**src/rtl/d7s_pkg.sv**
```systemverilog
// Shared constants for the 3-digit 7-segment scan controller:
// segment glyphs {a,b,c,d,e,f,g}, FSM state type and counter sizing helper.
package d7s_pkg;

   localparam int NUM_DIGITS = 3;

   localparam logic [6:0] SEG_0    = 7'b1111110;
   localparam logic [6:0] SEG_1    = 7'b0110000;
   localparam logic [6:0] SEG_2    = 7'b1101101;
   localparam logic [6:0] SEG_3    = 7'b1111001;
   localparam logic [6:0] SEG_4    = 7'b0110011;
   localparam logic [6:0] SEG_5    = 7'b1011011;
   localparam logic [6:0] SEG_6    = 7'b1011111;
   localparam logic [6:0] SEG_7    = 7'b1110000;
   localparam logic [6:0] SEG_8    = 7'b1111111;
   localparam logic [6:0] SEG_9    = 7'b1111011;
   localparam logic [6:0] SEG_DASH = 7'b0000001;
   localparam logic [6:0] SEG_OFF  = 7'b0000000;

   typedef enum logic {
      S_BLANK = 1'b0,
      S_ON    = 1'b1
   } state_t;

   // Phase counter width; clamped to 1 bit so single-cycle phases still get a counter.
   function automatic int cnt_width(input int a, input int b);
      int m;
      m = (a > b) ? a : b;
      return (m < 2) ? 1 : $clog2(m);
   endfunction

endpackage

```
**src/rtl/bcd_to_7seg.sv**
```systemverilog
// Combinational BCD to 7-segment decoder, active-high segments {a..g}.
// Codes A-F render as a dash.
module bcd_to_7seg
   import d7s_pkg::*;
(
   input  logic [3:0] bcd_i,
   output logic [6:0] seg_o
);

   always_comb begin
      seg_o = SEG_DASH;
      case (bcd_i)
         4'd0:    seg_o = SEG_0;
         4'd1:    seg_o = SEG_1;
         4'd2:    seg_o = SEG_2;
         4'd3:    seg_o = SEG_3;
         4'd4:    seg_o = SEG_4;
         4'd5:    seg_o = SEG_5;
         4'd6:    seg_o = SEG_6;
         4'd7:    seg_o = SEG_7;
         4'd8:    seg_o = SEG_8;
         4'd9:    seg_o = SEG_9;
         default: seg_o = SEG_DASH;
      endcase
   end

endmodule

```
**src/rtl/d7s_scan_ctrl.sv**
```systemverilog
// 3-digit multiplexed 7-segment scanner with blanking gaps and frame-aligned value commit.
// Optional D7S_LEADING_ZERO_BLANK_EN suppresses leading zeros on d2/d1.
module d7s_scan_ctrl
   import d7s_pkg::*;
#(
   parameter int ON_CYCLES    = 1000,
   parameter int BLANK_CYCLES = 16
) (
   input  logic        clk,
   input  logic        rst,
   input  logic        load_valid,
   input  logic [11:0] load_bcd,
   output logic        load_ready,
   output logic [2:0]  transistor,
   output logic [6:0]  d7sp,
   output logic        frame_tick
);

   localparam int CW = cnt_width(ON_CYCLES, BLANK_CYCLES);
   localparam logic [CW-1:0] ON_LAST    = CW'(ON_CYCLES - 1);
   localparam logic [CW-1:0] BLANK_LAST = CW'(BLANK_CYCLES - 1);

   state_t                         state_q, state_d;
   logic [1:0]                     dig_q, dig_d;
   logic [CW-1:0]                  cnt_q, cnt_d;
   logic [NUM_DIGITS-1:0][3:0]     active_q, shadow_q;
   logic                           pending_q, pending_d;
   logic                           load_ready_q;
   logic [2:0]                     transistor_q, transistor_d;
   logic [6:0]                     d7sp_q, d7sp_d;
   logic                           frame_tick_q, frame_tick_d;
   logic                           take, commit, boundary, lz_blank;
   logic [6:0]                     seg_dec;

   bcd_to_7seg u_dec (
      .bcd_i (active_q[dig_q]),
      .seg_o (seg_dec)
   );

`ifdef D7S_LEADING_ZERO_BLANK_EN
   assign lz_blank = ((dig_q == 2'd2) && (active_q[2] == 4'd0)) ||
                     ((dig_q == 2'd1) && (active_q[2] == 4'd0) && (active_q[1] == 4'd0));
`else
   assign lz_blank = 1'b0;
`endif

   assign boundary = (state_q == S_ON) && (dig_q == 2'd2) && (cnt_q == ON_LAST);
   assign take     = load_valid && load_ready_q;
   assign commit   = boundary && pending_q;

   always_comb begin
      state_d = state_q;
      dig_d   = dig_q;
      cnt_d   = cnt_q + CW'(1);
      case (state_q)
         S_BLANK: begin
            if (cnt_q == BLANK_LAST) begin
               state_d = S_ON;
               cnt_d   = '0;
            end
         end
         default: begin
            if (cnt_q == ON_LAST) begin
               state_d = S_BLANK;
               cnt_d   = '0;
               dig_d   = (dig_q == 2'd2) ? 2'd0 : dig_q + 2'd1;
            end
         end
      endcase

      // A take and a commit cannot coincide: load_ready is low whenever pending is set.
      pending_d = pending_q;
      if (take)
         pending_d = 1'b1;
      else if (commit)
         pending_d = 1'b0;

      // Digit only changes on ON->BLANK, so dig_q already selects the digit being entered.
      transistor_d = (state_d == S_ON) ? (3'b001 << dig_d) : 3'b000;
      d7sp_d       = ((state_d == S_ON) && !lz_blank) ? seg_dec : SEG_OFF;
      frame_tick_d = (state_d == S_ON) && (dig_d == 2'd2) && (cnt_d == ON_LAST);
   end

   always_ff @(posedge clk) begin
      if (rst) begin
         state_q      <= S_BLANK;
         dig_q        <= 2'd0;
         cnt_q        <= '0;
         active_q     <= '0;
         shadow_q     <= '0;
         pending_q    <= 1'b0;
         load_ready_q <= 1'b1;
         transistor_q <= 3'b000;
         d7sp_q       <= SEG_OFF;
         frame_tick_q <= 1'b0;
      end else begin
         state_q      <= state_d;
         dig_q        <= dig_d;
         cnt_q        <= cnt_d;
         if (take)
            shadow_q <= load_bcd;
         if (commit)
            active_q <= shadow_q;
         pending_q    <= pending_d;
         load_ready_q <= ~pending_d;
         transistor_q <= transistor_d;
         d7sp_q       <= d7sp_d;
         frame_tick_q <= frame_tick_d;
      end
   end

   assign load_ready = load_ready_q;
   assign transistor = transistor_q;
   assign d7sp       = d7sp_q;
   assign frame_tick = frame_tick_q;

endmodule

```
**config.mk**
```make
export PLATFORM = sky130hd
export DESIGN_NAME = d7s_scan_ctrl
export DESIGN_NICKNAME = d
export VERILOG_FILES = /design/src/rtl/d7s_pkg.sv /design/src/rtl/bcd_to_7seg.sv /design/src/rtl/d7s_scan_ctrl.sv
export SDC_FILE = /design/constraint.sdc
export NUM_CORES = 1
export LEC_CHECK = 0
export CAP_MARGIN = 40
export CORE_ASPECT_RATIO = 0.5
export CORE_UTILIZATION = 30
export CTS_CLUSTER_DIAMETER = 30
export DETAILED_ROUTE_END_ITERATION = 8
export HOLD_SLACK_MARGIN = 0.03
export PLACE_DENSITY = 0.52
export RECOVER_POWER = 25
export SLEW_MARGIN = 30
export SYNTH_ARGS = -nofsm -noshare
export SYNTH_HDL_FRONTEND = slang
export SYNTH_SLANG_ARGS = --single-unit
```
**constraint.sdc**
```tcl
create_clock -name clk -period 4 [get_ports clk]
set_input_delay 0.6 -clock clk [delete_from_list [all_inputs] [get_ports clk]]
set_output_delay 0.6 -clock clk [all_outputs]
set_load 0.02 [all_outputs]
```
# ---- Word-level counts from Yosys, hierarchy flattened
# Memories as Yosys holds them, arrays and structs flattened. A register that Yosys moved wholly into a read port is not among the register bits.
# Index checks and enable logic that the tools add are counted.
dict set report op_classes {
  n_bitwise 2
  add_sub_neg 2
  magnitude_cmp 1
  n_reduce_logical 7
  shift 1
  n_mux 13
  eq_ne 5
}
# cell count
set ops {}
lappend ops {{2-to-1 mux 10 bit} 3}
lappend ops {{== test 10 bit (second input constant)} 2}
lappend ops {{adder 10 x 1 -> 10 bit (second input constant)} 1}
lappend ops {{== test 10 x 4 -> 1 bit (second input constant)} 1}
lappend ops {{binary-select mux 4 bit (select 2 bit)} 1}
lappend ops {{logical AND 1 bit} 6}
lappend ops {{2-to-1 mux 2 bit} 3}
lappend ops {{2-to-1 mux 1 bit} 5}
lappend ops {{== test 2 bit (second input constant)} 2}
lappend ops {{2-to-1 mux 4 bit} 1}
lappend ops {{< comparator 2 x 3 -> 1 bit (second input constant)} 1}
lappend ops {{<< shifter 1 x 2 -> 3 bit (first input constant)} 1}
lappend ops {{adder 2 x 1 -> 2 bit (second input constant)} 1}
lappend ops {{inverter 1 bit} 2}
lappend ops {{OR reduction 2 bit} 1}
dict set report totals {
  wordCells 45
  regBits 43
  output_inout_bits 12
  n_memories 1
  romBits 112
}
# name depth word_bits rd rd_ports_with_merged_regs wr line
set memory_table {}
lappend memory_table {{(name not given)} 16 7 1 1 0 bcd_to_7seg.sv:12} ;# case (bcd_i)

# ---- Longest topological paths before layout
dict set report depth {
  depth_word 7
  mapped_depth 7
}

# ---- Cells and area by module
# A second synthesis with hierarchy kept.
dict set report hier_totals {
  cells_unflattened 258
  area_unflattened_um2 2188.3
}
# mod cells_each area_each_um2 n_inst
set modules_own_cells {}
lappend modules_own_cells {d7s_scan_ctrl 228 1940.6 1}
lappend modules_own_cells {bcd_to_7seg 30 247.7 1}

# ---- Worst setup path before layout
# Ideal clock, no wire load.
dict set report synth_timing {
  path_type {register -> register}
  start {register dig_q[0]}
  end {register d7sp_q[6], in the netlist d7sp[6]}
  slack_ns 1.761
  t_required_ns 3.926
  setup_time_ns 0.074
  t_arrival_ns 2.165
  synth_period_minus_slack_ns 2.239
  path_stages_with_launch 8
  path_cell_list {dfxtp_1 buf_2 mux2_2 a22oi_1 inv_1 ha_1 or4_1 a31oi_1}
}
dict set report synth_via {
  elab_chain_len 2
}
# item line
set synth_lines {}
lappend synth_lines {{start, declared} d7s_scan_ctrl.sv:24} ;# logic [1:0] dig_q, dig_d;
lappend synth_lines {{start signal, assigned} d7s_scan_ctrl.sv:98} ;# dig_q <= dig_d;
lappend synth_lines {{binary-select mux 4 bit (select 2 bit)} d7s_scan_ctrl.sv:36} ;# .bcd_i (active_q[dig_q]),
lappend synth_lines {{2-to-1 mux 4 bit (not written as such)} d7s_scan_ctrl.sv:36}
lappend synth_lines {{end, declared} d7s_scan_ctrl.sv:30} ;# logic [6:0] d7sp_q, d7sp_d;
# Every way passes these cells. The select of a mux whose other input is x is not followed.
# A chain may end at the register's enable or synchronous reset.

# ---- Worst setup path after layout
dict set report layout_timing {
  start {register dig_q[0]}
  end {register d7sp_q[1], in the netlist d7sp[1]}
}
# The elaborated chain is that of the path after synthesis.

==> impl_metrics.csv <==
group,metric,value,unit
clock_network,post_cts_buffers,0,
global_routing,grt_max_degree,31,
logic_synthesis,synth.net_count,274,
floorplan,pin_count,27,
timing,post-route-period-util,64.2,%
timing,rsz0062_at_grt,"no",
timing,post-route-min-period,2.57,ns
timing,tightest_slew,0.804,ns
detailed_routing,drt_pre_antenna_iters,4,
logic_synthesis,avgSynthCellArea,8.53,sq um
logic_synthesis,ys_seq_area_share,46.8,%
timing,slew-limit-headroom,46.3,%
detailed_routing,top_layer,"met4",
clock_network,clkLatencyLatePin,0.28,ns
pwr,peakVddDrop,0.000224,V
pwr,power_leakage,0.984,nW
worst_setup_path,critPathArrivalTime,2.76,ns
floorplan,fp.dieW,121,microns
clock_network,h-tree-depth,2,
logic_synthesis,yosys_register_bits,50,
floorplan,fp.dieH,61.7,microns
clock_network,numClockSinks,50,
timing,hold_viol,0,
clock_network,cts_resized,0,
pwr,cellPowerDensity,391,mW/mm^2
clock_network,numCtsBuffers,5,
placed_design,hpwl,3240,microns
placed_design,place_inst,359,
cells_and_area,layout_commonest_cell,"nand2_1",
logic_synthesis,yosysTopAreaCellShare,46.8,%
worst_setup_path,start_kind,"register",
clock_network,clk_pin_slew,0.07,ns
timing,setup_viol,0,
placed_design,io_buffers,26,
clock_network,cts_tree,"yes",
timing,holdWs,0.454,ns
worst_setup_path,endpoint_kind,"register",
floorplan,start_util,31.6,%
cells_and_area,area_delta_synth_final,23.0,%
run_status,status,"completed",
clock_network,clockBufferDepth,2,
placed_design,placed_cell_area,0.00247,sq mm
detailed_routing,dr_total_vias,1756,
placed_design,place_congestion,0.816,
floorplan,rows,21,
global_routing,grt_usage,12.8,%
cells_and_area,antenna_cells,0,
global_routing,grt_pass1_wl,7430,microns
detailed_routing,wl_met1,2520,microns
timing,slew_viol_final,0,
detailed_routing,drc,0,
detailed_routing,wl_met2,1780,microns
worst_setup_path,worstSetupPathType,"reg -> reg",
timing,clock.fmax,389,MHz
logic_synthesis,synth_area_leaders,"dfxtp_1 (47%), nand2_1 (10%), a21oi_1 (7.0%)",
worst_setup_path,cp_max_fo,11,
cells_and_area,layout_common_cells,"nand2_1 (58), dfxtp_1 (50), a21oi_1 (30)",
clock_network,cts_hold_buf,0,
cells_and_area,drive_above_1_share,6.18,%
floorplan,dieArea,0.00750,sq mm
global_routing,grt_pass1_vias,1561,
detailed_routing,drtAntennaViolNets,0,
cells_and_area,fin_area,0.00263,sq mm
worst_setup_path,critPathRequiredTime,4.20,ns
detailed_routing,vias_per_cell,4.78,
floorplan,core_area,0.00678,sq mm
cells_and_area,layoutNonFillerInstCount,367,
run,maxCapViolations,0,
global_routing,antenna_found_initial,0,
hold_path,hold_path_class,"reg -> reg",
clock_network,root_buffer,"clkbuf_16",
timing,skew,0.00800,ns
detailed_routing,wl_met3,136,microns
cells_and_area,nets,297,
logic_synthesis,yosysTopAreaCell,"dfxtp_1",
logic_synthesis,synthCells,251,
timing,timing.setup.tns,0,ns
logic_synthesis,synth_warnings,0,
detailed_routing,detail_route.wirelength,4480,microns
logic_synthesis,synth_area,0.00214,sq mm
detailed_routing,drtIter0Drc,63,
global_routing,grt_remaining_overflow,0,
detailed_routing,routedWlPerCell,12.2,microns
logic_synthesis,synth.distinct_cells,43,
-- critical path, cell delays in order, from the launching register on --
cell	delay, ns
dfxtp_1	0.52
mux2_2	0.38
a22oi_1	0.48
inv_1	0.17
ha_1	0.23
or4_1	0.52
a31oi_1	0.17
-- path summary, 6_finish.rpt --
check,start,end,slack (ns),cells past startpoint
max,dig_q[0],d7sp[1],1.43,6
min,active_q[7],active_q[7],0.45,2
max reg2reg,dig_q[0],d7sp[1],1.43,6
min reg2reg,active_q[7],active_q[7],0.45,2
-- sequential cells by signal (all words and copies together), names as in the netlist, 2 cells and up --
register    cells
dig_q           2
transistor      3
cnt_q          10
shadow_q       12
active_q       12
d7sp            7
-- final cells by class --
class	instances	area (sq um)
clock buffer	7	133
timing repair buffer	28	275
inverter	7	26.3
clock inverter	1	30.0
multi-input combinational	182	1050
tap	92	115
sequential	50	1000
fill	724	4150
-- routing by layer --
metal  global-route usage (%)  up-vias
met1                     17.9      805
met3                     3.28        5
li1                         -      918
met4                     3.17        0
met5                        0        -
met2                     19.9       28
-- report_power, final --
group | internal, W | total (W) | switching (W)
clock | 0.000296 | 0.000466 | 0.000170
sequential | 0.000509 | 0.000517 | 0.00000736
combinational | 0.0000236 | 0.0000477 | 0.0000240
total | 0.000829 | 0.00103 | 0.000202
-- cell usage after synthesis (all sizes together) --
master,number
o221ai,1
and3,4
inv,7
nand4b,1
or3,2
mux2,3
a21o,3
nand2,58
or4,5
o21ba,2
and4,1
o31a,1
xnor2,6
nor2b,1
or3b,1
nor2,10
a22oi,2
dfxtp,50
nand3b,2
nand2b,1
a21oi,31
nor4,4
a31oi,7
o21ai,2
nand3,5
buf,6
nor3,5
a2bb2oi,1
nand4,5
o2bb2ai,1
and2,2
mux2i,2
o21a,1
clkbuf,6
xor2,1
ha,8
o21bai,1
or2,2
-- kinds of logic after synthesis --
logic type	share of synthesized area, %
compound gates	15.0
xor+xnor	2.86
fa+ha+maj	4.68
buf+inv	3.86
flops	46.8
mux	2.51
simple gates	24.4
-- through the flow --
step                      total power, W  util (%)  setup slack [ns]
after floorplan                 0.000553         -              1.76
after detailed placement        0.000577      36.5              1.45
after global placement          0.000576      36.5              1.58
final                            0.00103      38.9              1.43
after global routing             0.00107      38.9              1.23
after CTS                        0.00104      38.9              1.44
Power figures use the tool's default switching activity.
